### config.mk
export PLATFORM = sky130hd
export DESIGN_NAME = apple1_pia
export DESIGN_NICKNAME = d
export VERILOG_FILES = /design/src/rtl/apple1_pkg.sv /design/src/rtl/apple1_kbd_fifo.sv /design/src/rtl/apple1_pia.sv
export SDC_FILE = /design/constraint.sdc
export NUM_CORES = 1
export LEC_CHECK = 0
export ABC_AREA = 1
export ABC_CLOCK_PERIOD_IN_PS = 3700
export CORE_MARGIN = 2
export CORE_UTILIZATION = 48
export CTS_BUF_LIST = sky130_fd_sc_hd__clkbuf_8
export DETAILED_ROUTE_END_ITERATION = 8
export GPL_TIMING_DRIVEN = 0
export PLACE_DENSITY_LB_ADDON = 0.05
export SYNTH_ARGS = -nofsm -noshare
export SYNTH_HDL_FRONTEND = slang
export SYNTH_SLANG_ARGS = --single-unit
### constraint.sdc
create_clock -name clk -period 3.7 [get_ports clk]
set_input_delay 0.37 -clock clk [delete_from_list [all_inputs] [get_ports clk]]
set_output_delay 0.37 -clock clk [all_outputs]
set_load 0.05 [all_outputs]
### src/rtl/apple1_pkg.sv
// Shared constants for the Apple-1 PIA keyboard/display interface.
package apple1_pkg;

    // Default base of the four-register window (KBD, KBDCR, DSP, DSPCR).
    localparam logic [15:0] DEFAULT_BASE_ADDR = 16'hD010;

    // Register offsets selected by AB[1:0].
    localparam logic [1:0] OFS_KBD   = 2'd0;
    localparam logic [1:0] OFS_KBDCR = 2'd1;
    localparam logic [1:0] OFS_DSP   = 2'd2;
    localparam logic [1:0] OFS_DSPCR = 2'd3;

    // ASCII range folded to upper case on keyboard entry.
    localparam logic [6:0] CHR_a      = 7'h61;
    localparam logic [6:0] CHR_z      = 7'h7A;
    localparam logic [6:0] CASE_DELTA = 7'h20;

    // Map 'a'..'z' to 'A'..'Z'; every other code passes through untouched.
    function automatic logic [6:0] to_upper(input logic [6:0] c);
        logic [6:0] r;
        r = c;
        if ((c >= CHR_a) && (c <= CHR_z)) begin
            r = c - CASE_DELTA;
        end
        return r;
    endfunction

endpackage

### src/rtl/apple1_kbd_fifo.sv
// Small 7-bit keystroke FIFO. Push into a full FIFO and pop from an empty
// one are ignored, so callers may present requests without pre-gating.
module apple1_kbd_fifo #(
    parameter int KBD_DEPTH = 4
) (
    input  logic                       clk,
    input  logic                       reset,
    input  logic                       push,
    input  logic                       pop,
    input  logic [6:0]                 din,
    output logic [6:0]                 dout,
    output logic                       empty,
    output logic                       full,
    output logic [$clog2(KBD_DEPTH):0] count
);

    localparam int PW = $clog2(KBD_DEPTH);
    localparam int CW = PW + 1;
    localparam logic [PW-1:0] PTR_ONE  = PW'(1);
    localparam logic [CW-1:0] CNT_ONE  = CW'(1);
    localparam logic [CW-1:0] CNT_FULL = CW'(KBD_DEPTH);

    logic [6:0]    mem_q [KBD_DEPTH];
    logic [6:0]    mem_d [KBD_DEPTH];
    logic [PW-1:0] wr_ptr_q, wr_ptr_d;
    logic [PW-1:0] rd_ptr_q, rd_ptr_d;
    logic [CW-1:0] count_q, count_d;
    logic          push_ok;
    logic          pop_ok;

    assign empty = (count_q == '0);
    assign full  = (count_q == CNT_FULL);
    assign count = count_q;
    assign dout  = mem_q[rd_ptr_q];

    // Next-state for storage, pointers and occupancy; pointers wrap naturally.
    always_comb begin
        push_ok  = push && !full;
        pop_ok   = pop && !empty;
        mem_d    = mem_q;
        wr_ptr_d = wr_ptr_q;
        rd_ptr_d = rd_ptr_q;
        count_d  = count_q;
        if (push_ok) begin
            mem_d[wr_ptr_q] = din;
            wr_ptr_d        = wr_ptr_q + PTR_ONE;
        end
        if (pop_ok) begin
            rd_ptr_d = rd_ptr_q + PTR_ONE;
        end
        case ({push_ok, pop_ok})
            2'b10:   count_d = count_q + CNT_ONE;
            2'b01:   count_d = count_q - CNT_ONE;
            default: count_d = count_q;
        endcase
    end

    // State registers; reset discards any buffered keys.
    always_ff @(posedge clk) begin
        if (reset) begin
            mem_q    <= '{default: '0};
            wr_ptr_q <= '0;
            rd_ptr_q <= '0;
            count_q  <= '0;
        end else begin
            mem_q    <= mem_d;
            wr_ptr_q <= wr_ptr_d;
            rd_ptr_q <= rd_ptr_d;
            count_q  <= count_d;
        end
    end

endmodule

### src/rtl/apple1_pia.sv
// Apple-1 PIA subset: keyboard FIFO and display latch behind a 4-register
// bus window with one-cycle registered read data.
module apple1_pia
    import apple1_pkg::*;
#(
    parameter logic [15:0] BASE_ADDR = DEFAULT_BASE_ADDR,
    parameter int          KBD_DEPTH = 4,
    parameter bit          UPPERCASE = 1'b1
) (
    input  logic        clk,
    input  logic        reset,
    input  logic [15:0] AB,
    input  logic [7:0]  DO,
    input  logic        WE,
    output logic [7:0]  pia_DI,
    output logic        pia_sel,
    input  logic [6:0]  kbd_data,
    input  logic        kbd_valid,
    output logic        kbd_ready,
    output logic [6:0]  dsp_data,
    output logic        dsp_valid,
    input  logic        dsp_ready
);

    localparam int CW = $clog2(KBD_DEPTH) + 1;
    localparam logic [CW-1:0] CNT_ONE  = CW'(1);
    localparam logic [CW-1:0] CNT_FULL = CW'(KBD_DEPTH);

    logic [7:0]    pia_di_q, pia_di_d;
    logic          pia_sel_q, pia_sel_d;
    logic          kbd_ready_q, kbd_ready_d;
    logic [6:0]    dsp_data_q, dsp_data_d;
    logic          dsp_valid_q, dsp_valid_d;
    logic [6:0]    kbdcr_q, kbdcr_d;
    logic [6:0]    dspcr_q, dspcr_d;

    logic          hit;
    logic [1:0]    ofs;
    logic          bus_rd;
    logic          bus_wr;
    logic          fifo_push;
    logic          fifo_pop;
    logic [6:0]    fifo_din;
    logic [6:0]    fifo_dout;
    logic          fifo_empty;
    logic          fifo_full;
    logic [CW-1:0] fifo_count;
    logic [CW-1:0] count_next;
    logic [7:0]    rd_val;
    logic          unused_do7;

    assign unused_do7 = DO[7];

    assign pia_DI    = pia_di_q;
    assign pia_sel   = pia_sel_q;
    assign kbd_ready = kbd_ready_q;
    assign dsp_data  = dsp_data_q;
    assign dsp_valid = dsp_valid_q;

    apple1_kbd_fifo #(
        .KBD_DEPTH(KBD_DEPTH)
    ) u_kbd_fifo (
        .clk   (clk),
        .reset (reset),
        .push  (fifo_push),
        .pop   (fifo_pop),
        .din   (fifo_din),
        .dout  (fifo_dout),
        .empty (fifo_empty),
        .full  (fifo_full),
        .count (fifo_count)
    );

    // Address decode plus keyboard push/pop; a pop on an empty FIFO is suppressed.
    always_comb begin
        hit       = (AB[15:2] == BASE_ADDR[15:2]);
        ofs       = AB[1:0];
        bus_rd    = hit && !WE;
        bus_wr    = hit && WE;
        fifo_din  = UPPERCASE ? to_upper(kbd_data) : kbd_data;
        fifo_push = kbd_valid && kbd_ready_q && !fifo_full;
        fifo_pop  = bus_rd && (ofs == OFS_KBD) && !fifo_empty;
        case ({fifo_push, fifo_pop})
            2'b10:   count_next = fifo_count + CNT_ONE;
            2'b01:   count_next = fifo_count - CNT_ONE;
            default: count_next = fifo_count;
        endcase
        kbd_ready_d = (count_next != CNT_FULL);
    end

    // Read mux sampled in the request cycle and presented one cycle later.
    always_comb begin
        rd_val = 8'h00;
        case (ofs)
            OFS_KBD:   rd_val = fifo_empty ? 8'h00 : {1'b1, fifo_dout};
            OFS_KBDCR: rd_val = {!fifo_empty, kbdcr_q};
            OFS_DSP:   rd_val = {dsp_valid_q, dsp_data_q};
            OFS_DSPCR: rd_val = {1'b0, dspcr_q};
            default:   rd_val = 8'h00;
        endcase
        pia_sel_d = bus_rd;
        pia_di_d  = bus_rd ? rd_val : pia_di_q;
    end

    // Control-register writes and the display latch; a DSP write only lands
    // when nothing is pending, judged on the pre-edge valid flag.
    always_comb begin
        kbdcr_d     = kbdcr_q;
        dspcr_d     = dspcr_q;
        dsp_data_d  = dsp_data_q;
        dsp_valid_d = dsp_valid_q;
        if (bus_wr && (ofs == OFS_KBDCR)) begin
            kbdcr_d = DO[6:0];
        end
        if (bus_wr && (ofs == OFS_DSPCR)) begin
            dspcr_d = DO[6:0];
        end
        if (bus_wr && (ofs == OFS_DSP) && !dsp_valid_q) begin
            dsp_data_d  = DO[6:0];
            dsp_valid_d = 1'b1;
        end else if (dsp_valid_q && dsp_ready) begin
            dsp_valid_d = 1'b0;
        end
    end

    // Registered outputs and control state.
    always_ff @(posedge clk) begin
        if (reset) begin
            pia_di_q    <= 8'h00;
            pia_sel_q   <= 1'b0;
            kbd_ready_q <= 1'b0;
            dsp_data_q  <= 7'h00;
            dsp_valid_q <= 1'b0;
            kbdcr_q     <= 7'h00;
            dspcr_q     <= 7'h00;
        end else begin
            pia_di_q    <= pia_di_d;
            pia_sel_q   <= pia_sel_d;
            kbd_ready_q <= kbd_ready_d;
            dsp_data_q  <= dsp_data_d;
            dsp_valid_q <= dsp_valid_d;
            kbdcr_q     <= kbdcr_d;
            dspcr_q     <= dspcr_d;
        end
    end

endmodule

Word level (Yosys, flattened, before mapping)

Cells that the tools add are included.

Add/sub/neg operators: 5
Multipliers: 0
Divide/modulo/power cells: 0
Magnitude comparators: 5
Equal/unequal tests: 10
Shifts and indexed selects: 0
Multiplexer cells: 13
Bitwise operators: 2
Reduce and logical (&&, ||, !) cells: 23

Operator list:

| kind                                                                         | number |
|---|---|
| 8-bit one-hot mux with 4 select lines                                        | 1 |
| 28-bit bitwise mux                                                           | 1 |
| 7-bit two-way mux                                                            | 4 |
| 1-bit logical AND                                                            | 15 |
| 7-bit binary-select mux with 2-bit select                                    | 1 |
| 7-bit demux with 2-bit select                                                | 1 |
| 14-bit equality test, second input constant                                  | 1 |
| 3-bit one-hot mux with 2 select lines                                        | 2 |
| 2-bit equality test, second input constant                                   | 4 |
| 8-bit two-way mux                                                            | 1 |
| 7-bit greater-or-equal comparator, second input constant                     | 1 |
| 7-bit less-or-equal comparator, second input constant                        | 1 |
| 7-bit by 6-bit subtractor with 7-bit output, second input constant           | 1 |
| 2-bit by 1-bit equality test with 1-bit output, second input constant        | 3 |
| 3-bit greater-or-equal comparator, second input constant                     | 2 |
| 2-bit NOT with 3-bit output                                                  | 2 |
| 2-bit by 1-bit adder with 2-bit output, second input constant                | 2 |
| 1-bit logical NOT                                                            | 4 |
| 2-bit nonzero test                                                           | 2 |
| 3-bit by 1-bit adder with 3-bit output, second input constant                | 1 |
| 3-bit equality test, second input constant                                   | 1 |
| 3-bit logical NOT                                                            | 1 |
| 3-bit by 1-bit less-than comparator with 1-bit output, second input constant | 1 |
| 3-bit != test, second input constant                                         | 1 |
| 3 further kinds                                                              | 4 |

Register bits: 67
Latch bits: 0
Bits in writable memories: 0
Bits in read-only memories: 0
Input port bits: 36
Output and inout bits: 18
Logic and storage cells: 72
Memories: 0

Longest topological paths before layout

Gate-level depths: netlist of the first run.

Depth after elaboration: 7
Mapped depth: 12
Gate-level depth less buffers: 12

Hierarchy

From an unflattened synthesis of the first run, not the netlist that was laid out.

Cells, all modules: 618
Area, all modules: 3895.0 um^2

By module, submodules not included:

| module          | instances | cells each | area an instance (um^2) | sequential area each (um^2) |
|---|---|---|---|---|
| apple1_kbd_fifo | 1         | 317        | 2016.9                  | 700.7 |
| apple1_pia      | 1         | 301        | 1878.1                  | 640.6 |

Least setup slack after synthesis of the first run

Ideal clock, no wire load.

Path type: register to register
Start: register u_kbd_fifo.count_q[0] (netlist: u_kbd_fifo.count[0])
End: register kbd_ready_q (netlist: kbd_ready)
Setup time: 0.125 ns
Arrival time: 1.769 ns
Required time: 3.575 ns
Setup slack: 1.806 ns
Stages on the path, launching flop included: 13
Path buffers: 0
Clock period less this slack: 1.894 ns
Cells stage by stage: dfxtp_1 > inv_1 > ha_1 > inv_1 > nor2_1 > nor2_2 > inv_1 > nor2_2 > inv_1 > ha_1 > nand3_1 > o21ai_0 > a21oi_1

Longest elaborated chain between the ends: 6
Elaborated cells on any way between the ends: 12
Those cells by class: add/sub (2); eq/ne (4); mux (1); reduce/logical (5)

Ends and longest elaborated chain:

| item                                                                                         | RTL line                                     | RTL |
|---|---|---|
| start: declaration                                                                           | apple1_kbd_fifo.sv:27                        | `logic [CW-1:0] count_q, count_d;` |
| start signal: assignment                                                                     | apple1_kbd_fifo.sv:69                        | `count_q <= count_d;` |
| 3-bit equality test / 3-bit logical NOT (equally long branches)                              | apple1_kbd_fifo.sv:32, apple1_kbd_fifo.sv:31 |  |
| 1-bit logical NOT (on tied branches)                                                         | apple1_pia.sv:81, apple1_pia.sv:82           |  |
| 1-bit logical AND (on tied branches)                                                         | apple1_pia.sv:81, apple1_pia.sv:82           |  |
| 2-bit by 1-bit equality test with 1-bit output / 2-bit equality test (equally long branches) | apple1_pia.sv:83                             | `case ({fifo_push, fifo_pop})` |
| 3-bit one-hot mux with 2 select lines *                                                      | apple1_pia.sv:83                             |  |
| 3-bit != test *                                                                              | apple1_pia.sv:88                             | `kbd_ready_d = (count_next != CNT_FULL);` |
| end signal: assignment                                                                       | apple1_pia.sv:139                            | `kbd_ready_q <= kbd_ready_d;` |
| end: declaration                                                                             | apple1_pia.sv:31                             | `logic kbd_ready_q, kbd_ready_d;` |

Every way passes the cells marked *; elsewhere a longest branch is shown, timed or not.
A chain may end at the register's enable or synchronous reset.

Worst setup path after layout of the first run

Start: input AB[7]
End: register kbd_ready_q (netlist: kbd_ready)

Longest elaborated chain between the ends: 7
Elaborated cells on any way between the ends: 8
Those cells by class: eq/ne (4); mux (1); reduce/logical (3)

Ends and longest elaborated chain:

| item                                                                                         | RTL line         | RTL |
|---|---|---|
| start: declaration                                                                           | apple1_pia.sv:12 | `input logic [15:0] AB,` |
| 14-bit equality test *                                                                       | apple1_pia.sv:76 | `hit = (AB[15:2] == BASE_ADDR[15:2]);` |
| 1-bit logical AND *                                                                          | apple1_pia.sv:78 | `bus_rd = hit && !WE;` |
| 1-bit logical AND * (2 in series)                                                            | apple1_pia.sv:82 | `fifo_pop = bus_rd && (ofs == OFS_KBD) && !fifo_empty;` |
| 2-bit by 1-bit equality test with 1-bit output / 2-bit equality test (equally long branches) | apple1_pia.sv:83 |  |
| 3-bit one-hot mux with 2 select lines *                                                      | apple1_pia.sv:83 |  |
| 3-bit != test *                                                                              | apple1_pia.sv:88 |  |

Marks and branches as above.

==> metrics.md, run 1 <==
| Metric | Value |
|---|---|
| Initial Utilization | between 40 and 50% |
| Slowest CP cell | clkdlybuf4s50_1 |
| Total Routing Usage GR | ~22% |
| RSZ-0062 raised after global routing | false |
| Power density over cell area | about 370 mW/mm^2 |
| Post-Syn Area | approximately 0.0035 sq mm |
| Fin. Hold Viols | 0 |
| Hpwl dp | roughly 6.3 mm |
| DR iter-0 viols | roughly 150 |
| Die height | around 89 microns |
| CP endpoint kind | flip-flop |
| RePlAce Congestion | between 0.8 and 0.9 |
| First-pass GRT wire length | approximately 14 mm |
| Clk_skew | ~0.0056 ns |
| Asr flop ratio synth | 0% |
| Flops & latches, synth | 67 |
| Post-synth top cells | 126 x nand2_1, 91 x nor2_1, 73 x inv_1 |
| LEAKAGE | ~1.9 nW |
| Min Tclk post-route | between 2 and 2.5 ns |
| Reg clk slew, reported paths | approximately 0.08 ns |
| Syn_nets | around 580 |
| CTS sink cnt | between 60 and 70 |
| Distinct cells, synth | 32 |
| Die Width | about 89 microns |
| Slew margin rel. | between 50 and 60% |
| CP arrival | about 2.5 ns |
| Top cells by area, synth | dfxtp_1 38%, nand2_1 14%, nor2_1 9.8% |
| Rows | 31 |
| Largest family of logic cells by synthesized area | simple AND/OR/NAND/NOR gates |
| Mux contribution to synthesized area | 0% |
| TritonCTS clock tree | built |
| Max IR drop VDD | ~190 uV |
| Power after layout | about 1.6 mW |
| Post-Synth Simple-Gate Area | a little under a third |
| Buffers added on ports | 51 |
| Detailed-route DRC error count | 0 |
| Via/cell ratio | around 4.8 |
| Worst setup margin | between 1 and 1.5 ns |
| Library cell with the largest summed area after synthesis | dfxtp_1 |
| H-tree depth | 3 |
| Slew Viols, Final | 0 |
| Setup bufs post-CTS | 0 |
| Routed wire length | between 8 and 9 mm |
| Core Footprint | slightly above 0.007 sq mm |
| WL/cell | approximately 12 microns |
| Max Cap Viol | 0 |
| Ports | 54 |
| Worst-case clock buffer depth | 2 |
| Slew @ Worst Pin | about 0.60 ns |
| Final Setup Violations | 0 |
| ANT cells | 0 |
| Synth Area in Compound Gates | 14.3% |
| Post-synth EDFFs | 0 |
| P&R area growth vs syn | 24.4% |
| Max incr delay on CP | 0.42 ns |
| Top-area cell type share of the netlist area | 38.4% |
| Max FO, Critical Path | 7 |
| CTS buffer count | 9 |
| Post-Synth Adder-Cell Area | under 10% |
| Kind of critical path | in -> reg |
| Synth Area in XOR/XNOR | 0.753% |
| Clock root buffer | clkbuf_8 |
| Post-Place Cells | between 600 and 700 |
| Antenna violations before repair | 0 |
| Cts hold-fix bufs | 0 |
| Sequential area share after synthesis | 38.4% |
| Min Hold Slack | approximately 0.46 ns |
| DRT Pass-1 Iters | 5 |
| Total Negative Setup Slacks | 0 ns |
| Non-Filler Instances | just under 700 |
| Nets@finish | around 640 |
| Outcome | complete, no violations |
| Fin crit share | between 60 and 70% |
| Via count | between 3000 and 4000 |
| Synth Area per Inst | 6.60 sq um |
| Die area | around 0.008 sq mm |
| Routed Antenna Nets | 0 |
| CP cell instances | clkdlybuf4s50_1 > or2_4 > nor2_4 > nand4_1 > nor2_2 > inv_1 > ha_1 > nand3_1 > o21ai_0 > a21oi_1 |
| Primary FF master, synth | dfxtp_1 |
| Vias in the first global route | 3049 |
| Largest net degree at the start of global routing | 13 |
| Clock Latency Late Sink | between 0.3 and 0.4 ns |
| Worst Setup Slack post-DPL | about 1.1 ns |
| Remaining global-route overflow | 0 |
| Setup crit start kind | input port |
| Cells after Synth | 529 |
| Layout cells sized above 1 | between 6 and 7% |
| Post_cts resized | 0 |
| Count leader, synth | nand2_1 |
| Fmax | about 450 MHz |
| Required @ worst endpoint | just under 4 ns |
| Worst min path class | reg -> reg |
| Yosys warns | 0 |
layer usage:
metal	wire length (microns)	GRT usage (%)	up-vias
met2	3970	37.9	79
met4	190	9.91	0
li1	-	-	1775
met3	405	3.51	14
met5	0	0	-
met1	3790	28.1	1493
worst paths after layout:
path / startpoint / end / slack [ns] / depth (start not counted)
hold / removal: u_kbd_fifo.mem_q[14]$_SDFFE_PP0P_ / u_kbd_fifo.mem_q[14]$_SDFFE_PP0P_ / 0.46 / 2
hold reg to reg: u_kbd_fifo.mem_q[14]$_SDFFE_PP0P_ / u_kbd_fifo.mem_q[14]$_SDFFE_PP0P_ / 0.46 / 2
setup reg to reg: u_kbd_fifo.count[0]$_SDFFE_PP0P_ / kbd_ready$_SDFF_PP0_ / 1.50 / 12
setup / recovery: AB[7] / kbd_ready$_SDFF_PP0_ / 1.47 / 10
layout by cell type, fill, tap and decap left out, drive strengths merged, types with 3 or more instances in the layout:
cell	instances
nand2	128
nor2	97
inv	76
dfxtp	67
clkdlybuf4s50	51
a21oi	45
o21ai	44
nand3	26
clkbuf	17
ha	11
o21a	6
buf	6
nand4	3
clkinvlp	3
nor3	3
clkinv	3
sequential cells by signal (all words and copies together) (netlist names), 2 cells and up:
name                 count
pia_DI                   8
kbdcr_q                  7
u_kbd_fifo.rd_ptr_q      2
dsp_data                 7
u_kbd_fifo.wr_ptr_q      2
dspcr_q                  7
u_kbd_fifo.mem_q        28
u_kbd_fifo.count         3
stage by stage:
| stage | area, sq um | utilization [%] |
|---|---|---|
| after floorplan | 3490 | - |
| after global placement | 4120 | 57.8 |
| after detailed placement | 4120 | 57.8 |
| after CTS | 4340 | 60.8 |
| after global routing | 4340 | 60.8 |
| final | 4340 | 60.8 |
worst max-delay path, delay by kind of cell:
kind	cells	cell delay [ns]
adders and majority gates	1	0.29
AOI/OAI and AO/OA	2	0.22
and+or+nand+nor	5	1.08
buffers and inverters	2	0.49
kinds of logic (layout without fill, tap and decap cells):
group | count (synthesis) | in the layout
and+or+nand+nor | 261 | 261
AOI/OAI and AO/OA | 96 | 96
buffers and inverters | 91 | 158
DFF | 67 | 67
adders and majority gates | 11 | 11
xor gates and xnor gates | 3 | 3
area by class of cell:
cell class | count | area, sq um
tap | 99 | 124
multi-input combinational | 371 | 1780
inverter | 77 | 289
timing repair buffer | 51 | 510
buffer | 14 | 81.3
clock buffer | 9 | 124
fill | 706 | 2800
clock inverter | 7 | 92.6
sequential | 67 | 1340
where the power goes:
group          internal, mW  total, mW  switching [mW]  leakage, nW
registers             0.736      0.746         0.00975        0.542
logic                0.0727      0.173           0.100         1.27
clock network         0.377      0.671           0.295        0.101
Power figures use the tool's default switching activity.
==> run 2, diff against run 1 <==
- ABC_CLOCK_PERIOD_IN_PS: 3700 -> 2200
- clock period: 3.7 -> 2.2 ns (I/O delays scaled with it)
==> run 2 against run 1 <==
  * Non-clock buffer count rose by 3
  * Worst setup slack got worse by 1.2 ns
  * Sequential power rose by 68%
  * Total power is 69% higher
  * First-iteration DRC count is 12% higher
  * Final area is 0.75% higher
  * Wire length up 1.6%
  * Clock skew increased by 0.00091 ns
  * Critical path depth rose by 2
  * Clock power grew 70%
  * Combinational power grew 71%
  * Register-to-register slack worse by 1.3 ns
  * Critical endpoint unchanged
==> metrics.md, run 2 (synthesis gave the netlist of run 1 again) <==
| Metric | Value |
|---|---|
| Kind of critical path | reg -> reg |
| FF-to-FF setup slack | 0.23 ns (-1.27 ns) |
| Power density over cell area | 614 mW/mm^2 (+68%) |
| Largest net degree at the start of global routing | 13 (unchanged) |
| WL/cell | 12.2 microns (+1.1%) |
| Reg clk slew, reported paths | 0.08 ns (about the same) |
| Clock Latency Late Sink | 0.34 ns (about the same) |
| Total Routing Usage GR | 22.4% (+0.038 points) |
| Leading cell type in the layout, fill and taps excluded | nand2_1 |
| Required @ worst endpoint | 2.43 ns (-1.50 ns) |
| Max Cap Viol | 0 (unchanged) |
| Worst Setup Slack post-DPL | -0.255 ns (-1.35 ns) |
| Detailed-route DRC error count | 0 (unchanged) |
| Commonest cells after routing, fill and taps aside | 126 x nand2_1, 91 x nor2_1, 73 x inv_1 |
| Via/cell ratio | 4.90 (+1.3%) |
| Antenna violations before repair | 0 (unchanged) |
| Worst setup margin | 0.228 ns (-1.24 ns) |
| Slew margin rel. | 58.9% (-1.0 points) |
| Via count | 3419 (+1.7%) |
| Core Footprint | 0.00714 sq mm (unchanged) |
| H-tree depth | 3 (unchanged) |
| Layout cells sized above 1 | 6.84% (+0.47 points) |
| Worst min path class | in -> reg |
| Hpwl dp | 6.29 mm (unchanged) |
| CTS buffer count | 9 (unchanged) |
| Fmax | 507 MHz |
| Initial Utilization | 48.9% (unchanged) |
| LEAKAGE | 1.93 nW (+0.76%) |
| Outcome | complete, no violations |
| RSZ-0062 raised after global routing | false |
| Int Pwr | 2.00 mW (+68%) |
| Clock root buffer | clkbuf_8 |
| Die height | 89.3 microns (unchanged) |
| CTS sink cnt | 67 (unchanged) |
| DR iter-0 viols | 169 (+12%) |
| Top reg by flops | u_kbd_fifo.mem_q |
| P&R area growth vs syn | 25.3% |
| Clock network power share | 42.3% (about the same) |
| Comb pwr share | 11.0% (about the same) |
| RePlAce Congestion | 0.828 (unchanged) |
| Slew Viols, Final | 0 (unchanged) |
| Setup crit start kind | flip-flop |
| Rows | 31 (unchanged) |
| Final Setup Violations | 0 (unchanged) |
| ANT cells | 0 (unchanged) |
| Ports | 54 (unchanged) |
| CP endpoint kind | flip-flop |
| Max FO, Critical Path | 6 (-1) |
| Slew @ Worst Pin | 0.612 ns (+0.0149 ns) |
| Min Tclk post-route | 1.97 ns |
| DRT Pass-1 Iters | 4 (-1) |
| CP arrival | 2.20 ns (-0.26 ns) |
| Die area | 0.00797 sq mm (unchanged) |
| Switching share of power | 25.7% (+0.26 points) |
| Die Width | 89.3 microns (unchanged) |
| Routed wire length | 8.49 mm (+1.6%) |
| Cts hold-fix bufs | 0 (unchanged) |
| Remaining global-route overflow | 0 (unchanged) |
| Clk_skew | 0.00647 ns (+0.000915 ns) |
| Worst-case clock buffer depth | 2 (unchanged) |
| Nets@finish | 641 (+0.47%) |
| Max IR drop VDD | 330 uV (+70%) |
| Largest register FFs | 28 (unchanged) |
| First-pass GRT wire length | 13.8 mm (+0.20%) |
| Vias in the first global route | 3053 (+0.13%) |
| Buffers added on ports | 51 (unchanged) |
| Sw Pwr | 0.691 mW (+71%) |
| TritonCTS clock tree | built |
| Fin. Hold Viols | 0 (unchanged) |
| Routed Antenna Nets | 0 (unchanged) |
| Power after layout | 2.69 mW (+69%) |
| Sequential power share | 46.7% (-0.2 points) |
| Fin crit share | about nine tenths |
run 2: cell types whose count changed in the layout (fill, tap and decap cells not counted):
cell	change
nor2_2	-2
buf_4	+3
nor2_4	+2
run 2: path summary, 6_finish.rpt:
kind,from,end,cells past startpoint
hold / removal,reset,u_kbd_fifo.mem_q[19]$_SDFFE_PP0P_,4
setup / recovery,u_kbd_fifo.count[0]$_SDFFE_PP0P_,kbd_ready$_SDFF_PP0_,12
setup reg to reg,u_kbd_fifo.count[0]$_SDFFE_PP0P_,kbd_ready$_SDFF_PP0_,12
hold reg to reg,u_kbd_fifo.mem_q[14]$_SDFFE_PP0P_,u_kbd_fifo.mem_q[14]$_SDFFE_PP0P_,2
run 2: area by class of cell:
class	count	area, sq um
fill	705	2760
timing repair buffer	54	533
clock inverter	7	92.6
buffer	14	81.3
multi-input combinational	371	1790
clock buffer	9	124
sequential	67	1340
tap	99	124
inverter	77	289
run 2: worst max-delay path, stage by stage, from the launching register on:
cell     delay (ns)
dfxtp_1        0.33
inv_1          0.11
ha_1           0.23
inv_1          0.05
nor2_1         0.08
nor2_4         0.16
inv_1          0.09
nor2_4         0.15
inv_1          0.06
ha_1           0.29
nand3_1        0.08
o21ai_0        0.16
a21oi_1        0.06
run 2: through the flow:
stage	instances	hold slack, ns	util (%)	area [sq um]	TNS [ns]
after global routing	698	0.374	61.3	4370	0
after CTS	695	0.309	60.9	4350	0
after detailed placement	679	0.448	57.8	4120	-0.700
after floorplan	529	0.355	-	3490	0
final	698	0.312	61.3	4370	0
after global placement	679	0.441	57.8	4120	-0.705
run 2: metal layers:
layer / up-vias / wire, microns / track usage (%)
li1: 1778 / - / -
met1: 1541 / 3860 / 28.1
met2: 85 / 4000 / 38.0
met3: 15 / 425 / 3.51
met4: 0 / 196 / 9.91
met5: - / 0 / 0
run 2: power groups by stage:
stage	Sequential [mW]	Clock (mW)	Combinational (mW)
after CTS	1.25	1.14	0.293
final	1.25	1.14	0.296
after global routing	1.26	1.20	0.333
after floorplan	1.28	0	0.163
after global placement	1.28	0	0.285
after detailed placement	1.28	0	0.290
run 2: repair_timing:
item / CTS / global route
buffers inserted: 0 / 3
pin swaps: 0 / 2
endpoints found under the hold margin: 0 / 0
endpoints found under the setup margin: 1 / 3
resized for setup: 1 / 1
==> run 3, diff against run 2 <==
- CELL_PAD_IN_SITES_DETAIL_PLACEMENT: not set -> 1
- CELL_PAD_IN_SITES_GLOBAL_PLACEMENT: not set -> 2
- CORE_UTILIZATION: 48 -> 30
==> run 3 against run 2 <==
  * Worst hold slack improved by 0.0018 ns
  * Clock power is 5% higher
  * Worst setup slack got worse by 0.0036 ns
  * Critical path depth unchanged
  * Flip-flop and latch count is the same
  * Critical path type unchanged
==> metrics.md, run 3 (synthesis gave the netlist of run 1 again) <==
| Metric | Value |
|---|---|
| Power after layout | 2.75 mW (+2.5%) |
| Required @ worst endpoint | 2.45 ns (+0.02 ns) |
| Nets@finish | 641 (unchanged) |
| Worst Setup Slack post-DPL | -0.372 ns (-0.117 ns) |
| Via/cell ratio | 4.61 (-6.0%) |
| Outcome | complete, no violations |
| Routed Antenna Nets | 0 (unchanged) |
| Post-Place Cell Area | 0.00418 sq mm (+1.3%) |
| Worst setup margin | 0.224 ns (-0.00360 ns) |
| Initial Utilization | 30.7% (-18 points) |
| Top reg by flops | u_kbd_fifo.mem_q |
| CTS sink cnt | 67 (unchanged) |
| TritonCTS clock tree | built |
| Number of fill cells | 1480 (+110%) |
| Fin. Hold Viols | 0 (unchanged) |
| DRT Pass-1 Iters | 4 (unchanged) |
| CP endpoint kind | flip-flop |
| Non-Filler Instances | 742 (+6.3%) |
| RSZ-0062 raised after global routing | false |
| Via count | 3417 (-0.058%) |
| Min Tclk post-route | 1.98 ns (+0.00360 ns) |
| DR iter-0 viols | 98 (-42%) |
| Rows | 39 (+26%) |
| P&R area growth vs syn | 27.2% |
| Post-Place Cells | 723 (+6.5%) |
| First-pass GRT wire length | 17.2 mm (+25%) |
| Die Width | 112 microns (+25%) |
| Max FO, Critical Path | 6 (unchanged) |
| Worst min path class | in -> reg |
| Slew Viols, Final | 0 (unchanged) |
| LEAKAGE | 1.94 nW (+0.93%) |
| Fmax | 506 MHz (-0.18%) |
| Remaining global-route overflow | 0 (unchanged) |
| GR met3 Demand/Resource | 4.08% (+0.57 points) |
| Buffers added on ports | 51 (unchanged) |
| Max Cap Viol | 0 (unchanged) |
| Clk_skew | 0.00675 ns (+0.000272 ns) |
| Antenna violations before repair | 0 (unchanged) |
| Global-route met1 utilization | 21.0% (-7.1 points) |
| Clock Latency Late Sink | 0.36 ns (+0.02 ns) |
| Reg clk slew, reported paths | 0.08 ns (about the same) |
| WL/cell | 13.9 microns (+15%) |
| Clock root buffer | clkbuf_8 |
| CTS buffer count | 9 (unchanged) |
| Ports | 54 (unchanged) |
| Layout cells sized above 1 | 6.84% (unchanged) |
| Fin util | 39.0% (-22 points) |
| Die height | 112 microns (+25%) |
| Largest net degree at the start of global routing | 12 (-1) |
| Core Footprint | 0.0114 sq mm (+59%) |
| H-tree depth | 3 (unchanged) |
| Max IR drop VDD | 327 uV (-1.0%) |
| ANT cells | 0 (unchanged) |
| Setup crit start kind | flip-flop |
| Min Hold Slack | 0.314 ns (+0.00175 ns) |
| Die area | 0.0125 sq mm (+57%) |
| Routed wire length | 10.3 mm (+22%) |
| Power density over cell area | 621 mW/mm^2 (+1.0%) |
| Commonest cells after routing, fill and taps aside | 126 x nand2_1, 91 x nor2_1, 73 x inv_1 |
| GRT met2 Usage | 30.4% (-7.6 points) |
| Hpwl dp | 7.93 mm (+26%) |
| Largest register FFs | 28 (unchanged) |
| Total Routing Usage GR | 17.5% (-5.0 points) |
| Final non-filler cell area | 0.00444 sq mm (+1.5%) |
| Fin crit share | 89.8% (+0.16 points) |
| Vias in the first global route | 3495 (+14%) |
| Kind of critical path | reg -> reg |
| Detailed-route DRC error count | 0 (unchanged) |
| Total Negative Setup Slacks | 0 ns (unchanged) |
| Final Setup Violations | 0 (unchanged) |
| Slew @ Worst Pin | 0.661 ns (+0.0486 ns) |
| GRT busiest layer | met2 |
| RePlAce Congestion | 0.752 (-9.1%) |
| CP arrival | 2.23 ns (+0.03 ns) |
| Worst-case clock buffer depth | 2 (unchanged) |
| Slew margin rel. | 55.7% (-3.3 points) |
| Leading cell type in the layout, fill and taps excluded | nand2_1 |
[run 3: cell count changes in the layout (fill, tap and decap cells not counted)]
cell and change:
clkbuf_8 +2, clkinv_2 +1, clkinvlp_4 -3
[run 3: power by group]
part | switching (mW) | internal, mW
clock network | 0.502 | 0.694
registers | 0.0159 | 1.24
logic | 0.179 | 0.124
total | 0.697 | 2.06
[run 3: routing by layer]
layer	vias to the layer above	part of all wire (%)	wire length (microns)
li1	1780	-	-
met1	1587	47	4860
met2	38	48	4970
met3	12	3.1	317
met4	0	1.9	192
met5	-	0	0
[run 3: cell type report]
class                      instances  area [sq um]  share of cell area, %
multi-input combinational        371          1790                   40.3
sequential                        67          1340                   30.2
timing repair buffer              54           533                   12.0
inverter                          77           289                   6.51
tap                              143           179                   4.03
clock buffer                      11           151                   3.41
buffer                            14          81.3                   1.83
clock inverter                     5          75.1                   1.69
[run 3: path summary, 6_finish.rpt]
kind | start | end | slack (ns) | depth (start not counted)
worst min register to register | u_kbd_fifo.mem_q[17]$_SDFFE_PP0P_ | u_kbd_fifo.mem_q[17]$_SDFFE_PP0P_ | 0.46 | 2
worst max-delay path | u_kbd_fifo.count[0]$_SDFFE_PP0P_ | kbd_ready$_SDFF_PP0_ | 0.22 | 12
worst max register to register | u_kbd_fifo.count[0]$_SDFFE_PP0P_ | kbd_ready$_SDFF_PP0_ | 0.22 | 12
worst min-delay path | reset | u_kbd_fifo.count[2]$_SDFFE_PP0P_ | 0.31 | 4
[run 3: what timing repair did]
item / 4_1_cts / 5_1_grt
endpoints found under the setup margin: 3 / 4
pin swaps: 0 / 2
resized for setup: 1 / 1
setup buffers: 0 / 3
hold buffers: 0 / 0
cloned: 0 / 0
endpoints found under the hold margin: 0 / 0
[run 3: critical path, cell delays in order (launching register included)]
cell     delay (ns)
dfxtp_1        0.34
inv_1          0.11
ha_1           0.23
inv_1          0.05
nor2_1         0.08
nor2_4         0.17
inv_1          0.09
nor2_4         0.16
inv_1          0.07
ha_1           0.29
nand3_1        0.07
o21ai_0        0.15
a21oi_1        0.05
